[src/rtl/debounce_pkg.sv]
//==============================================================================
// Module  : debounce_pkg
// Purpose : Shared types and defaults for the input-conditioning blocks.
//           - db_state_t         : debounce FSM state encoding
//           - DB_SYNC_STAGES_DEF : default synchronizer depth
//           - DB_CYCLES_DEF      : default stable-cycle qualification count
//           - dbCntWidth()       : qualification counter width (min 1 bit)
// Rev     : 1.0  initial release
//==============================================================================
`default_nettype none

package debounce_pkg;

   // Two IDLE states hold the current level; two CHECK states qualify a
   // candidate change towards the opposite level.
   typedef enum logic [1:0] {
      IDLE_LOW   = 2'd0,
      CHECK_HIGH = 2'd1,
      IDLE_HIGH  = 2'd2,
      CHECK_LOW  = 2'd3
   } db_state_t;

   localparam int DB_SYNC_STAGES_DEF = 2;
   localparam int DB_CYCLES_DEF      = 16;

   function automatic int dbCntWidth(input int cycles);
      int w;
      w = $clog2(cycles);
      return (w < 1) ? 1 : w;
   endfunction

endpackage : debounce_pkg

`default_nettype wire

[src/rtl/sync_chain.sv]
//==============================================================================
// Module  : sync_chain
// Purpose : STAGES-deep flop chain bringing an asynchronous level into the
//           clock domain. Reusable by any input-conditioning block.
// Ports   : clock   in  clock
//           reset   in  asynchronous active-high reset (chain clears to 0)
//           i_data  in  asynchronous input level
//           o_sync  out synchronized level (last flop)
// Rev     : 1.0  initial release
//==============================================================================
`default_nettype none

module sync_chain #(
   parameter int STAGES = 2
) (
   input  logic clock,
   input  logic reset,
   input  logic i_data,
   output logic o_sync
);

   logic [STAGES-1:0] r_chain;

   always_ff @(posedge clock or posedge reset) begin
      if (reset) begin
         r_chain <= '0;
      end else begin
         r_chain <= {r_chain[STAGES-2:0], i_data};
      end
   end

   assign o_sync = r_chain[STAGES-1];

endmodule : sync_chain

`default_nettype wire

[src/rtl/input_debounce.sv]
//==============================================================================
// Module  : input_debounce
// Purpose : Conditions one raw asynchronous switch/button input into a clean
//           level. The input is synchronized, then a 4-state FSM only moves
//           `debounced` after the synchronized value has held a new level for
//           DEBOUNCE_CYCLES consecutive clocks.
// Ports   : clock        in   single clock
//           reset        in   asynchronous active-high reset
//           rawIn        in   raw asynchronous input
//           debounced    out  filtered level (registered)
//           checking     out  high while a candidate change is qualifying
//           glitchCount  out  [GLITCH_W] saturating count of rejected changes
//                             (only when DEBOUNCE_GLITCH_CNT_EN is defined)
// Config  : `define DEBOUNCE_GLITCH_CNT_EN to build the glitch counter/port.
// Rev     : 1.0  initial release
//==============================================================================
`default_nettype none

module input_debounce
   import debounce_pkg::*;
#(
   parameter int SYNC_STAGES     = DB_SYNC_STAGES_DEF,
   parameter int DEBOUNCE_CYCLES = DB_CYCLES_DEF,
   parameter int GLITCH_W        = 8
) (
   input  logic                clock,
   input  logic                reset,
   input  logic                rawIn,
   output logic                debounced,
   output logic                checking
`ifdef DEBOUNCE_GLITCH_CNT_EN
   ,
   output logic [GLITCH_W-1:0] glitchCount
`endif
);

   localparam int                 c_CNT_W    = dbCntWidth(DEBOUNCE_CYCLES);
   localparam logic [c_CNT_W-1:0] c_CNT_ONE  = c_CNT_W'(1);
   localparam logic [c_CNT_W-1:0] c_CNT_LAST = c_CNT_W'(DEBOUNCE_CYCLES - 1);

   logic               w_sync;
   db_state_t          r_state;
   logic [c_CNT_W-1:0] r_cnt;
   logic               r_debounced;

   // rawIn is sampled nowhere else: everything downstream sees w_sync only.
   sync_chain #(
      .STAGES (SYNC_STAGES)
   ) u_sync (
      .clock  (clock),
      .reset  (reset),
      .i_data (rawIn),
      .o_sync (w_sync)
   );

   // cnt counts consecutive cycles the new value has been seen, including the
   // cycle that entered CHECK; hitting DEBOUNCE_CYCLES-1 while the value still
   // holds is therefore the DEBOUNCE_CYCLES-th consecutive sample.
   always_ff @(posedge clock or posedge reset) begin
      if (reset) begin
         r_state     <= IDLE_LOW;
         r_cnt       <= '0;
         r_debounced <= 1'b0;
      end else begin
         case (r_state)
            IDLE_LOW: begin
               if (w_sync) begin
                  r_state <= CHECK_HIGH;
                  r_cnt   <= c_CNT_ONE;
               end else begin
                  r_cnt   <= '0;
               end
            end
            CHECK_HIGH: begin
               if (!w_sync) begin
                  r_state     <= IDLE_LOW;
                  r_cnt       <= '0;
               end else if (r_cnt == c_CNT_LAST) begin
                  r_state     <= IDLE_HIGH;
                  r_debounced <= 1'b1;
                  r_cnt       <= '0;
               end else begin
                  r_cnt       <= r_cnt + c_CNT_ONE;
               end
            end
            IDLE_HIGH: begin
               if (!w_sync) begin
                  r_state <= CHECK_LOW;
                  r_cnt   <= c_CNT_ONE;
               end else begin
                  r_cnt   <= '0;
               end
            end
            CHECK_LOW: begin
               if (w_sync) begin
                  r_state     <= IDLE_HIGH;
                  r_cnt       <= '0;
               end else if (r_cnt == c_CNT_LAST) begin
                  r_state     <= IDLE_LOW;
                  r_debounced <= 1'b0;
                  r_cnt       <= '0;
               end else begin
                  r_cnt       <= r_cnt + c_CNT_ONE;
               end
            end
            default: begin
               // Recovery from a corrupted state register.
               r_state     <= IDLE_LOW;
               r_cnt       <= '0;
               r_debounced <= 1'b0;
            end
         endcase
      end
   end

   assign debounced = r_debounced;
   assign checking  = (r_state == CHECK_HIGH) || (r_state == CHECK_LOW);

`ifdef DEBOUNCE_GLITCH_CNT_EN
   logic                w_abort;
   logic [GLITCH_W-1:0] r_glitchCount;

   // An abort is a CHECK state seeing the synchronized input fall back to the
   // level it started from.
   assign w_abort = ((r_state == CHECK_HIGH) && !w_sync) ||
                    ((r_state == CHECK_LOW)  &&  w_sync);

   always_ff @(posedge clock or posedge reset) begin
      if (reset) begin
         r_glitchCount <= '0;
      end else if (w_abort && (r_glitchCount != '1)) begin
         r_glitchCount <= r_glitchCount + 1'b1;
      end
   end

   assign glitchCount = r_glitchCount;
`endif

endmodule : input_debounce

`default_nettype wire

[config.mk]
export PLATFORM = sky130hd
export DESIGN_NAME = input_debounce
export DESIGN_NICKNAME = d
export VERILOG_FILES = /design/src/rtl/debounce_pkg.sv /design/src/rtl/sync_chain.sv /design/src/rtl/input_debounce.sv
export SDC_FILE = /design/constraint.sdc
export NUM_CORES = 1
export LEC_CHECK = 0
export CAP_MARGIN = 20
export CORE_AREA = 5 5 42 44
export DETAILED_ROUTE_END_ITERATION = 12
export DIE_AREA = 0 0 47 49
export HOLD_SLACK_MARGIN = 0.15
export PLACE_DENSITY = 0.46
export SLEW_MARGIN = 20
export SYNTH_ARGS = -nofsm -noshare
export SYNTH_HDL_FRONTEND = slang
export SYNTH_HIERARCHICAL = 1
export SYNTH_SLANG_ARGS = --single-unit
[constraint.sdc]
create_clock -name clock -period 2.78 [get_ports clock]
set_clock_uncertainty 0.05 [all_clocks]
set_input_delay 0.556 -clock clock [delete_from_list [all_inputs] [get_ports clock]]
set_output_delay 0.556 -clock clock [all_outputs]
set_load 0.1 [all_outputs]
==> impl_metrics.json, run 1 <==
{
  "status": "finished clean",
  "max_stage_delay_ps": 450,
  "cts_resized": 0,
  "design.core.area_um2": 1401,
  "ir_drop_v": 0.0001924,
  "dp.cells": 52,
  "ys_types": 16,
  "cp-start-kind": "flop",
  "place.gp.congestion": 0.7218,
  "arrival_ps": 1050,
  "worstHoldStart": "u_sync/r_chain[0]",
  "layoutNonFillerInstCount": 56,
  "async_flop_share_pct": 100.0,
  "synth-seq-area-share_pct": 59.60,
  "fmax_ghz": 0.6055,
  "die_h_um": 49,
  "viasPerCell": 4.786,
  "dominantRegCellSynth": "dfrtp_1",
  "wl_um": 702,
  "finalHoldViolCount": 0,
  "powerDensity_nw_per_um2": 575.6,
  "worst-slew-pin-transition_ps": 284.5,
  "clock-sinks": 9,
  "syn_area_um2": 377.9,
  "yosys-top-cells-area": "dfrtp_1 (60%), a21oi_1 (5.3%), a21boi_4 (5.0%)",
  "ios": 5,
  "grt_max_degree": 8,
  "cts_setup_buffers": 0,
  "grt_pass1_wl_um": 1124,
  "wire_per_inst_um": 12.54,
  "layout_min_cycle_time_ps": 1651,
  "syn_nets": 37,
  "cts_tree": "yes",
  "cp_num_buf_inv": 1,
  "cts_hold_buf": 0,
  "clk_latency_ps": 270,
  "first_pass_iters": 2,
  "drc": 0,
  "initial_core_util_pct": 26.96,
  "drv_slew": 0,
  "antenna_found_initial": 0,
  "path_class": "flop to output port",
  "power.total_mw": 0.2622,
  "cts_made_buffers": 3,
  "nNetsFinal": 45,
  "cts_htree_levels": 1,
  "r2r-start": "r_cnt[0]",
  "rows": 14,
  "portBuffers": 4,
  "hold_path_class": "flop to flop",
  "die_area_um2": 2303,
  "cp-startpoint": "r_state[0]",
  "dp_hpwl_um": 530.9,
  "overflow": 0,
  "clockBufferDepth": 2,
  "vias": 268,
  "diodes": 0,
  "syn_avg_cell_area_um2": 11.45,
  "fin_crit_sh_pct": 59.40,
  "synth_seq_cells": 9,
  "synth.most_common_cell": "dfrtp_1",
  "worstPathRequired_ps": 2170,
  "ctsRootBufferMaster": "clkbuf_4",
  "num-fill-cells": 155,
  "synth_top_area_share_pct": 59.60,
  "slowest_stage": "dfrtp_1",
  "synthCells": 33,
  "clkTransAtPathRegs_ps": 70,
  "drive_above_1_share_pct": 22.50,
  "grt_use_total_pct": 7.031,
  "cp_top_family": "flip-flops",
  "post-place-ws_ps": 1379,
  "yosys-top-cells-count": "dfrtp_1 (9), a21oi_1 (4), nand2_1 (4)",
  "finalWorstSetupSlack_ps": 1129,
  "synth_edf_count": 0,
  "leakagePower_nw": 0.2149,
  "ys_warn_count": 6,
  "setup_viol_count_final": 0,
  "synthToLayoutAreaGrowth_pct": 20.53,
  "maxCapViolations": 0,
  "rsz0062_at_grt": "no",
  "synth_top_cell_by_area": "dfrtp_1",
  "initialDrtViolationCount": 3,
  "slew_headroom_pct": 81.02,
  "antenna_left": 0,
  "die_x_um": 47,
  "cp_cell_sequence": "buf_4",
  "path_max_fanout": 6,
  "end_kind": "output port",
  "tns_ps": 0,
  "grt_pass1_vias": 269
}
## layer usage
metal	vias up	GRT usage (%)	routed length, um
met3	6	2.214	25
met2	7	9.502	333
met4	0	8.295	38
met1	129	7.449	304
li1	126	-	-
met5	-	0	0
## area by class of cell
type	count	area, um2	area share (%)
multi-input cells	20	137.6	30.22
repair buffers	4	35.03	7.692
well taps	16	20.02	4.396
flip-flops and latches	9	225.2	49.45
inverters	3	11.26	2.473
clock buffers	4	26.28	5.769
## power by group
part	switching [mW]	internal, mW	total, mW
registers	0.00494	0.135	0.140
logic	0.0118	0.00795	0.0197
clock network	0.0471	0.0553	0.102
## final timing paths
path	slack (ps)	cells past startpoint	to
worst max-delay path	1130	1	checking
worst min-delay path	300	0	u_sync/r_chain[1]
worst max register to register	1400	4	r_cnt[0]
worst min register to register	300	0	u_sync/r_chain[1]
max in group asynchronous	1950	2	r_cnt[2]
min in group asynchronous	420	2	u_sync/r_chain[1]
## layout by cell type (no fill, tap or decap), drive strengths merged
| cell type | n |
|---|---|
| clkdlybuf4s50 | 2 |
| nor2 | 1 |
| nand4b | 1 |
| inv | 3 |
| a21oi | 4 |
| a21boi | 1 |
| xnor2 | 1 |
| and2 | 1 |
| ha | 1 |
| nand2 | 4 |
| xor2 | 1 |
| nand4 | 1 |
| o21ai | 2 |
| buf | 2 |
| and3 | 1 |
| clkbuf | 4 |
| and4 | 1 |
| dfrtp | 9 |
## metrics by stage
stage	hold WS [ps]	utilization (%)	cell area, um2
after floorplan	247.2	-	377.9
after global placement	293.4	30.63	429.2
after detailed placement	285.5	30.63	429.2
after CTS	313.2	32.50	455.4
after global routing	315.3	32.50	455.4
final	304.7	32.50	455.4
## logic make-up (layout without fill, tap and decap cells)
family | Yosys count | after routing | synth area share (%)
buf+inv | 4 | 11 | 3.972
compound gates | 7 | 7 | 12.91
flops | 9 | 9 | 59.60
fa+ha+maj | 1 | 1 | 3.311
xor+xnor | 2 | 2 | 4.637
simple gates | 10 | 10 | 15.56
Note: power is estimated with default switching activity, not from simulation.
==> run 2: changes to the inputs <==
- clock period: 2.78 -> 1.6 ns (I/O delays scaled with it)
==> impl_metrics.json, run 2 (synthesis gave the netlist of run 1 again) <==
{
  "status": "finished clean",
  "fin_crit_sh_pct": 86.12,
  "worst-slew-pin-transition_ps": 279.5,
  "powerDensity_nw_per_um2": 945.6,
  "cts_setup_buffers": 0,
  "first_pass_iters": 2,
  "drc": 0,
  "cts_made_buffers": 3,
  "wl_um": 657,
  "cp-start-kind": "flop",
  "slew_headroom_pct": 81.36,
  "finalHoldViolCount": 0,
  "diodes": 0,
  "leakagePower_nw": 0.2222,
  "worstPathRequired_ps": 1690,
  "whs_ps": 187.2,
  "maxCapViolations": 0,
  "drv_slew": 0,
  "ios": 5,
  "hold_path_class": "primary input to async pin",
  "path_class": "flop to flop",
  "clockBufferDepth": 2,
  "path_max_fanout": 4,
  "cts_tree": "yes",
  "ctsRootBufferMaster": "clkbuf_4",
  "tns_ps": 0,
  "die_h_um": 49,
  "layout_common_cells": "dfrtp_1 (9), a21oi_1 (4), nand2_1 (4)",
  "end_kind": "flop",
  "arrival_ps": 1460,
  "layout_min_cycle_time_ps": 1378,
  "place.gp.congestion": 0.7278,
  "setup_viol_count_final": 0,
  "utilization_pct": 34.29,
  "viasPerCell": 4.464,
  "initial_core_util_pct": 26.96,
  "drive_above_1_share_pct": 22.50,
  "final_common_cell": "dfrtp_1",
  "dp_hpwl_um": 515.5,
  "clock-sinks": 9,
  "grt_use_total_pct": 7.895,
  "grt_pass1_vias": 277,
  "rsz0062_at_grt": "no",
  "die_area_um2": 2303,
  "antenna_left": 0,
  "clkTransAtPathRegs_ps": 60,
  "clk_latency_ps": 260,
  "design.core.area_um2": 1401,
  "cts_resized": 0,
  "fmax_ghz": 0.7257,
  "overflow": 0,
  "grt_max_degree": 8,
  "ir_drop_v": 0.0004412,
  "nNetsFinal": 45,
  "vias": 250,
  "antenna_found_initial": 0,
  "cts_hold_buf": 0,
  "cts_htree_levels": 1,
  "rows": 14,
  "initialDrtViolationCount": 5,
  "grt_pass1_wl_um": 1173,
  "wire_per_inst_um": 11.73,
  "portBuffers": 4,
  "die_x_um": 47,
  "synthToLayoutAreaGrowth_pct": 27.15
}
run 2: worst paths after layout:
kind	cells after the start	slack, ps	from	endpoint
max in group asynchronous	2	1030	reset	r_cnt[0]
min in group clock	0	310	u_sync/r_chain[0]	u_sync/r_chain[1]
max reg2reg	4	220	r_cnt[0]	r_cnt[0]
max	4	220	r_cnt[0]	r_cnt[0]
min reg2reg	0	310	u_sync/r_chain[0]	u_sync/r_chain[1]
min	2	190	reset	u_sync/r_chain[1]
run 2: stage by stage:
stage	worst slack [ps]	instances	power (mW)	instance area, um2
3_5_place_dp	231.2	52	0.2870	454.2
6_report	222.1	56	0.4543	480.5
5_1_grt	136.6	56	0.4771	480.5
3_3_place_gp	276.3	52	0.2862	454.2
4_1_cts	218.1	56	0.4664	480.5
2_1_floorplan	206.7	33	0.2712	379.1
run 2: report_power, final:
part	internal, mW	leakage [nW]	switching (mW)
sequential	0.235	0.117	0.00951
clock	0.0959	0.0150	0.0768
combinational	0.0170	0.0907	0.0203
total	0.348	0.222	0.107
run 2: critical path: stages (launching register included):
cell	delay (ps)
dfrtp_1	430
ha_1	260
nand4_1	160
and2_2	220
a21boi_4	130
run 2: area by class of cell:
cell class	count	area (um2)
flip-flops and latches	9	225.2
fillers	156	920.9
well taps	16	20.02
clock buffers	4	26.28
inverters	3	11.26
multi-input cells	20	137.6
repair buffers	4	60.06
run 2: layer usage:
layer	track usage, %	share of wire [%]	routed length, um
met1	7.483	36	239
met2	11.54	53	350
met3	2.214	3.7	24
met4	9.677	6.4	42
met5	0	0	0
